<file path="config.mk">
export PLATFORM = sky130hd
export DESIGN_NAME = rx_frame_assembler
export DESIGN_NICKNAME = d
export VERILOG_FILES = /design/src/rtl/rx_frame_assembler_pkg.sv /design/src/rtl/rx_frame_assembler_frame_fifo.sv /design/src/rtl/rx_frame_assembler.sv
export SDC_FILE = /design/constraint.sdc
export NUM_CORES = 1
export LEC_CHECK = 0
export CAP_MARGIN = 40
export CORE_MARGIN = 1
export CORE_UTILIZATION = 55
export DETAILED_ROUTE_END_ITERATION = 8
export GPL_TIMING_DRIVEN = 0
export PLACE_DENSITY_LB_ADDON = 0.05
export SYNTH_ARGS = -nofsm -noshare
export SYNTH_HDL_FRONTEND = slang
export SYNTH_SLANG_ARGS = --single-unit
</file>
<file path="constraint.sdc">
create_clock -name sys_clk -period 3.63 [get_ports sys_clk]
set_input_delay 0.726 -clock sys_clk [delete_from_list [all_inputs] [get_ports sys_clk]]
set_output_delay 0.726 -clock sys_clk [all_outputs]
set_load 0.01 [all_outputs]
</file>
<file path="src/rtl/rx_frame_assembler_pkg.sv">
// Shared constants and the completed-frame entry type for the receive frame assembler.
package rx_frame_assembler_pkg;

    // Must match the decoder's frame input width.
    localparam int unsigned FrameLen  = 16;
    // Completed-frame FIFO entries; power of 2.
    localparam int unsigned FifoDepth = 2;

    typedef struct packed {
        logic [FrameLen-1:0] data;
        logic                last;
    } frame_entry_t;

endpackage

</file>
<file path="src/rtl/rx_frame_assembler_frame_fifo.sv">
// Small synchronous FIFO of completed frames with synchronous clear.
module rx_frame_assembler_frame_fifo
    import rx_frame_assembler_pkg::*;
#(
    parameter int unsigned FIFO_DEPTH = FifoDepth
) (
    input  logic         sys_clk,
    input  logic         rst,
    input  logic         clear_i,
    input  logic         push_i,
    input  frame_entry_t wdata_i,
    input  logic         pop_i,
    output frame_entry_t rdata_o,
    output logic         full_o,
    output logic         empty_o
);

    localparam int unsigned PtrW = (FIFO_DEPTH > 1) ? $clog2(FIFO_DEPTH) : 1;
    localparam int unsigned CntW = $clog2(FIFO_DEPTH + 1);

    frame_entry_t        mem_q [FIFO_DEPTH];
    logic [PtrW-1:0]     wr_ptr_q, wr_ptr_d;
    logic [PtrW-1:0]     rd_ptr_q, rd_ptr_d;
    logic [CntW-1:0]     count_q, count_d;
    logic                do_push;
    logic                do_pop;

    // Status flags, guarded push/pop and next-state pointers/count.
    always_comb begin
        full_o   = (count_q == CntW'(FIFO_DEPTH));
        empty_o  = (count_q == '0);
        do_push  = push_i && !full_o;
        do_pop   = pop_i && !empty_o;
        rdata_o  = empty_o ? '0 : mem_q[rd_ptr_q];
        wr_ptr_d = wr_ptr_q;
        rd_ptr_d = rd_ptr_q;
        count_d  = count_q;
        if (clear_i) begin
            wr_ptr_d = '0;
            rd_ptr_d = '0;
            count_d  = '0;
        end else begin
            // Power-of-2 depth: pointers wrap naturally.
            if (do_push) wr_ptr_d = wr_ptr_q + PtrW'(1);
            if (do_pop)  rd_ptr_d = rd_ptr_q + PtrW'(1);
            if (do_push && !do_pop) count_d = count_q + CntW'(1);
            if (!do_push && do_pop) count_d = count_q - CntW'(1);
        end
    end

    // Pointer and occupancy state.
    always_ff @(posedge sys_clk or negedge rst) begin
        if (!rst) begin
            wr_ptr_q <= '0;
            rd_ptr_q <= '0;
            count_q  <= '0;
        end else begin
            wr_ptr_q <= wr_ptr_d;
            rd_ptr_q <= rd_ptr_d;
            count_q  <= count_d;
        end
    end

    // Storage; contents are masked by empty_o so no reset is needed.
    always_ff @(posedge sys_clk) begin
        if (do_push && !clear_i) mem_q[wr_ptr_q] <= wdata_i;
    end

endmodule

</file>
<file path="src/rtl/rx_frame_assembler.sv">
// Collects the serial coded-bit stream into MSB-first frames and queues them for the decoder.
module rx_frame_assembler
    import rx_frame_assembler_pkg::*;
#(
    parameter int unsigned FRAME_LEN  = FrameLen,
    parameter int unsigned FIFO_DEPTH = FifoDepth
) (
    input  logic                 sys_clk,
    input  logic                 rst,
    input  logic                 i_flush,
    input  logic                 i_rx_bit,
    input  logic                 i_rx_valid,
    input  logic                 i_rx_last,
    output logic                 o_rx_ready,
    output logic [FRAME_LEN-1:0] o_frame,
    output logic                 o_frame_last,
    output logic                 o_frame_valid,
    input  logic                 i_frame_ready,
    output logic [15:0]          o_frame_cnt
);

    localparam int unsigned BitCntW = $clog2(FRAME_LEN);

    logic [BitCntW-1:0]   bit_cnt_q, bit_cnt_d;
    logic [FRAME_LEN-1:0] shift_q, shift_d;
    logic [15:0]          frame_cnt_q, frame_cnt_d;
    logic [FRAME_LEN-1:0] word;
    logic [BitCntW-1:0]   bit_pos;
    logic                 at_last_pos;
    logic                 accept;
    logic                 complete;
    logic                 pop;
    logic                 fifo_full;
    logic                 fifo_empty;
    frame_entry_t         push_entry;
    frame_entry_t         head;

    // Intake handshake, frame assembly and next-state for counters/shift register.
    always_comb begin
        at_last_pos = (bit_cnt_q == BitCntW'(FRAME_LEN - 1));
        // Ready never looks at i_frame_ready, so a full FIFO refuses a completing bit even
        // when a pop happens on the same edge.
        o_rx_ready  = !fifo_full || (!at_last_pos && !i_rx_last);
        accept      = i_rx_valid && o_rx_ready;
        complete    = accept && (at_last_pos || i_rx_last);
        bit_pos     = BitCntW'(FRAME_LEN - 1) - bit_cnt_q;
        word        = shift_q;
        word[bit_pos] = i_rx_bit;
        // Low-order positions not yet written are still zero: tail padding comes for free.
        push_entry.data = word;
        push_entry.last = i_rx_last;
        pop         = !fifo_empty && i_frame_ready && !i_flush;

        bit_cnt_d   = bit_cnt_q;
        shift_d     = shift_q;
        frame_cnt_d = frame_cnt_q;
        if (i_flush) begin
            bit_cnt_d   = '0;
            shift_d     = '0;
            frame_cnt_d = '0;
        end else begin
            if (complete) begin
                bit_cnt_d = '0;
                shift_d   = '0;
            end else if (accept) begin
                bit_cnt_d = bit_cnt_q + BitCntW'(1);
                shift_d   = word;
            end
            if (pop) frame_cnt_d = frame_cnt_q + 16'd1;
        end
    end

    // Partial-frame and pop-counter state.
    always_ff @(posedge sys_clk or negedge rst) begin
        if (!rst) begin
            bit_cnt_q   <= '0;
            shift_q     <= '0;
            frame_cnt_q <= '0;
        end else begin
            bit_cnt_q   <= bit_cnt_d;
            shift_q     <= shift_d;
            frame_cnt_q <= frame_cnt_d;
        end
    end

    rx_frame_assembler_frame_fifo #(
        .FIFO_DEPTH(FIFO_DEPTH)
    ) u_frame_fifo (
        .sys_clk (sys_clk),
        .rst     (rst),
        .clear_i (i_flush),
        .push_i  (complete && !i_flush),
        .wdata_i (push_entry),
        .pop_i   (pop),
        .rdata_o (head),
        .full_o  (fifo_full),
        .empty_o (fifo_empty)
    );

    // Head-of-FIFO view; the FIFO returns zero when empty.
    always_comb begin
        o_frame_valid = !fifo_empty;
        o_frame       = head.data;
        o_frame_last  = head.last;
        o_frame_cnt   = frame_cnt_q;
    end

endmodule

</file>
Yosys cells after proc, flatten, opt, wreduce, memory -nomap -nowiden
Memories as Yosys holds them, arrays and structs flattened.
Cells that the tools add are included.
- register bits after elaboration: 40
- bits in writable memories: 34
- output and inout bits: 35
- memories: 1
- memories (name ; depth ; width ; read ports ; clocked after Yosys merged registers in ; write ports ; RTL line ; RTL):
    u_frame_fifo.mem_q ; 2 ; 17 ; 1 ; 0 ; 1 ; rx_frame_assembler_frame_fifo.sv:21 ; frame_entry_t mem_q [FIFO_DEPTH];
- add/sub/neg operators: 7
- magnitude comparators: 2
- equality and inequality tests: 2
- multiplexer cells: 21
- reduce and logical (&&, ||, !) cells: 27
- operators with widths (cell ; number):
    $mux W16 ; 5
    $mux W17 ; 1
    $add A16 B1 Y16 const B ; 1
    $bwmux W16 ; 1
    $logic_and A1 B1 Y1 ; 12
    $mux W4 ; 3
    $logic_not A1 Y1 ; 7
    $mux W1 ; 7
    $mux W2 ; 3
    $reduce_bool A2 Y1 ; 3
    $reduce_bool A3 Y1 ; 2
    $lt A4 B5 Y1 const B ; 1
    $add A4 B1 Y4 const B ; 1
    $demux W1 S4 ; 1
    $eq A4 B4 Y1 const B ; 1
    $ge A4 B1 Y1 const B ; 1
    $sub A4 B4 Y4 const A ; 1
    $add A1 B1 Y1 const B ; 2
    $add A2 B1 Y2 const B ; 1
    $eq A2 B2 Y1 const B ; 1
    $logic_not A2 Y1 ; 1
    $logic_or A1 B1 Y1 ; 2
    $sub A2 B1 Y2 const B ; 1

Longest topological paths before layout
- word-level depth: 12
- mapped depth: 7
- gate-level depth less buffers: 5

Cells and area by module
A second synthesis with hierarchy kept.
- cell total of the unflattened synthesis: 286
- area total of the unflattened synthesis: 3459.6 um2
- by module, submodules not included (module ; times used ; cells an instance ; area an instance (um2) ; seq. area each (um2)):
    rx_frame_assembler ; 1 ; 190 ; 1963.1 ; 900.9
    rx_frame_assembler_frame_fifo ; 1 ; 96 ; 1496.4 ; 1121.1

Worst setup path after synthesis
OpenSTA, ideal clock, no wires.
- path type: input to register
- from: input port i_rx_valid
- to: memory u_frame_fifo.mem_q[1][0] (netlist name) (enable)
- setup time: 0.416 ns
- data arrival time: 2.513 ns
- data required time: 3.214 ns
- path slack: 0.701 ns
- stages on the path: 3
- cells stage by stage: clkbuf_1 > nand3_1 > nor3b_1
- longest elaborated chain between the ends: 7
- RTL lines (what ; RTL line ; RTL):
    start, declared ; rx_frame_assembler.sv:12 ; input logic i_rx_valid,
    $logic_and A1 B1 Y1 ; rx_frame_assembler.sv:44 ; accept = i_rx_valid && o_rx_ready;
    $logic_and A1 B1 Y1 ; rx_frame_assembler.sv:45 ; complete = accept && (at_last_pos || i_rx_last);
    $logic_and A1 B1 Y1 ; rx_frame_assembler.sv:92 ; .push_i (complete && !i_flush),
    $logic_and A1 B1 Y1 ; rx_frame_assembler_frame_fifo.sv:32 ; do_push = push_i && !full_o;
    $logic_and A1 B1 Y1 ; rx_frame_assembler_frame_fifo.sv:66 ; if (do_push && !clear_i) mem_q[wr_ptr_q] <= wdata_i;
    $mux W1 ; rx_frame_assembler_frame_fifo.sv:66 ;
    $mux W1 (not written as such) ; rx_frame_assembler_frame_fifo.sv:66 ;
    end, declared ; rx_frame_assembler_frame_fifo.sv:21 ;
Every way passes these cells.

Final worst setup path
- from: register u_frame_fifo.count_q[0]
- to: output port o_frame[10]
- longest elaborated chain between the ends: 2
- RTL lines (what ; RTL line ; RTL):
    start, declared ; rx_frame_assembler_frame_fifo.sv:24 ; logic [CntW-1:0] count_q, count_d;
    start signal, assigned ; rx_frame_assembler_frame_fifo.sv:60 ; count_q <= count_d;
    $logic_not A2 Y1 ; rx_frame_assembler_frame_fifo.sv:31 ; empty_o = (count_q == '0);
    $mux W17 ; rx_frame_assembler_frame_fifo.sv:34 ; rdata_o = empty_o ? '0 : mem_q[rd_ptr_q];
    end, declared ; rx_frame_assembler.sv:15 ; output logic [FRAME_LEN-1:0] o_frame,
Every way passes these cells.

==> summary.txt <==
GRT
  • GRT Total Usage: 0.234
  • Grt total ovfl: 0
  • Largest net degree at the start of global routing: 23
  • Global-route wire length before repair: 11.4 mm
  • Initial antenna violation count: 0
  • Number of global-route vias before repair: between 2000 and 2500

Floorplan
  • CORE AREA: around 6000 µm²
  • Die Ht: just over 80 µm
  • Starting Density: 0.577
  • Cell Rows: 28
  • I/O pin cnt: 42
  • DIE WIDTH: 81.3 µm
  • Die area: 6600 µm²

Synthesis
  • Warnings, synthesis: 0
  • Synth Instances: 289
  • Syn avg cell area: 12.0 µm²
  • Synthesized area: 3450 µm²
  • Leading area contributor after synthesis: edfxtp_1
  • Net Count, Synth: between 300 and 400
  • Post-synth top area share: 0.296
  • Sequential fraction of the synthesis area: 0.585
  • Post-synthesis register bit count: 74
  • Synth area leaders: edfxtp_1, dfrtp_1, mux2_2
  • Library cells used by synthesis: 42

STA
  • Worst Tran Pin Value: 0.637 ns
  • Final slew viol count: 0
  • Clock Skew: 0.00775 ns
  • Setup repair after global routing missed its margin: false
  • Final hold vios: 0
  • Final Cycle Share: 0.864
  • Max-slew headroom: 0.574
  • Count of final setup violators: 0
  • Final min period: 3.14 ns
  • Max Clk Rate: 319 MHz

Routing
  • Vias per std cell: 5.71
  • DR pass1 iterations: 4
  • Initial DRC count: between 150 and 200
  • Number of remaining DRC errors: 0
  • Via count: 2415
  • Antenna Nets Post-Route: 0
  • Drt total wl: ~7.0 mm
  • Drt wl/cell: between 15 and 20 µm

Setup path
  • Critical Path End Type: output port
  • WP data required: 2.90 ns
  • Most frequent CP cell: nor2_1
  • CP startpoint kind: flop
  • Crit path DAT: 2.41 ns
  • Worst path max stage delay: between 0.5 and 0.6 ns
  • CP Max Fanout: 10
  • CP cell instances: buf_4 > nor2_1 > clkbuf_1 > nor2_1 > clkdlybuf4s50_1
  • Crit-path slowest cell: nor2_1
  • CP Class: flop to output port

Clock network
  • CTS Buf Count: 9
  • CTS tree: built
  • Worst-Skew Late Latency: between 0.3 and 0.4 ns
  • Clk slew on worst S/H paths: ~0.080 ns
  • CTS Buffer Depth: 2
  • Setup repair bufs after CTS: 0
  • Cts hold-fix bufs: 0
  • Clock Sinks: 74
  • Clk root buf: clkbuf_8
  • H-tree depth: 3
  • Cts repair resizes: 0

Job
  • Max_cap viols: 0

Placement
  • Routability cong.: 0.811
  • IO Port Bufs: 40
  • Placed cell count: 407
  • Post-placement cell area: 4000 µm²
  • Dpl hpwl: 4.93 mm

Final layout
  • Multi-input gate area: 1340 µm²
  • Finished Cell Area: 4210 µm²
  • Layout cells sized above 1: 0.149
  • Fillers: 440
  • Nets: roughly 360
  • Area Growth Syn to Fin: 22.0%
  • Fin util: 0.703
  • # diodes: 0
  • FF+latch area: 2020 µm²
  • Post-Layout Cell Count: 423

Status
  • Outcome: complete, no violations

Power
  • P_leak: 1.65 nW
  • PD cells: 410 nW/µm²
  • VDD IR-drop max: 0.282 mV

Hold path
  • Worst min-delay path category: input pin to asynchronous set/reset pin
flip-flops by register name (all words and copies together), names as in the netlist:
name,cells
u_frame_fifo.rd_ptr_q,1
u_frame_fifo.wr_ptr_q,1
u_frame_fifo.count_q,2
shift_q,16
bit_cnt_q,4
o_frame_cnt,16
u_frame_fifo.mem_q,34
synthesized netlist by cell type:
cell       instances
a211oi_1           1
a21o_1             2
a21oi_1            7
a22o_1            16
a22oi_1            1
a31o_2             1
a31oi_1            2
and3b_1            1
buf_2              5
buf_4              2
clkbuf_1          10
dfrtp_1           40
edfxtp_1          34
ha_1               5
inv_1              7
mux2_2            18
mux2i_1           18
nand2_1           20
nand2b_1           3
nand3_1           10
nand3b_1           4
nand4_1            2
nand4_2            1
nand4b_1           1
nor2_1            37
nor2_2             1
nor2b_1            4
nor3_1             3
nor3b_1            1
nor4_1             5
o2111a_1           1
o2111ai_1          1
o211ai_1           2
o21a_1             1
o21ai_0            2
o31ai_1            2
or2_0              1
or2_2              1
or3_2              1
or4_1              2
xnor2_1            7
xor2_1             6
worst max-delay path: cells and delay by family, from the launching register on:
| kind | cells | cell delay, ns |
|---|---|---|
| AND/OR/NAND/NOR | 2 | 0.61 |
| flip-flops | 1 | 0.38 |
| buffers and inverters | 3 | 1.07 |
cell type report:
type,instances,area share
buffer,17,0.0184
timing repair buffer,43,0.104
multi-input combinational,191,0.318
tap,75,0.0223
sequential,74,0.480
inverter,7,0.00624
clock inverter,7,0.0223
clock buffer,9,0.0294
final timing paths:
path                       cells past startpoint                                 end  slack, ns                           startpoint
setup reg to reg                               6  u_frame_fifo.mem_q[1][9]$_DFFE_PP_       1.04             bit_cnt_q[0]$_DFFE_PN0P_
min in group sys_clk                           1              shift_q[3]$_DFFE_PN0P_       0.51               shift_q[3]$_DFFE_PN0P_
max in group asynchronous                      2             shift_q[12]$_DFFE_PN0P_       2.83                                  rst
setup / recovery                               5                         o_frame[10]       0.49  u_frame_fifo.count_q[0]$_DFFE_PN0P_
hold / removal                                 1              shift_q[2]$_DFFE_PN0P_       0.33                                  rst
hold reg to reg                                1              shift_q[3]$_DFFE_PN0P_       0.51               shift_q[3]$_DFFE_PN0P_
metrics by stage:
step | worst slack (ns) | TNS (ns) | total power, W | hold WS (ns)
floorplan | 0.701 | 0 | 0.000984 | 0.430
global placement | -0.583 | -16.50 | 0.00104 | 0.482
detailed placement | 0.577 | 0 | 0.00105 | 0.488
CTS | 0.414 | 0 | 0.00173 | 0.342
global route | 0.240 | 0 | 0.00178 | 0.371
finish | 0.494 | 0 | 0.00173 | 0.330
logic make-up after synthesis:
logic type | count (synthesis) | synth area share
XOR/XNOR | 13 | 0.0330
multiplexers | 36 | 0.111
AO/OA/AOI/OAI | 39 | 0.0851
buffers and inverters | 24 | 0.0301
AND/OR/NAND/NOR | 98 | 0.138
adder cells (fa/ha/maj) | 5 | 0.0181
flip-flops | 74 | 0.585
power breakdown:
group / internal [W] / switching (W)
sequential: 0.000886 / 0.00000662
clock: 0.000385 / 0.000310
combinational: 0.0000580 / 0.0000795
per-layer routing:
layer,vias up,global-route usage,wire [µm]
li1,1147,-,-
met1,1208,0.325,3330
met2,51,0.371,3380
met3,9,0.0382,190
met4,0,0.0857,97
met5,-,0,0
layout by cell type (no fill, tap or decap), types with 2 or more instances in the layout:
master           instances
clkinv_2                 2
a22o_1                  16
dfrtp_1                 40
clkdlybuf4s50_1         39
nand3_1                 10
edfxtp_1                34
xnor2_1                  7
or4_1                    2
nor2_1                  37
clkbuf_8                 9
bufinv_16                2
nor4_1                   5
mux2_2                  18
clkinvlp_4               2
xor2_1                   6
a21o_1                   2
buf_4                    4
clkbuf_1                10
o211ai_1                 2
o21ai_0                  2
mux2i_1                 18
buf_2                    6
a31oi_1                  2
inv_1                    7
ha_1                     5
nand2b_1                 3
nand4_1                  2
o31ai_1                  2
nand3b_1                 4
nor2b_1                  4
nand2_1                 20
nor3_1                   2
a21oi_1                  7
Power figures use the tool's default switching activity.
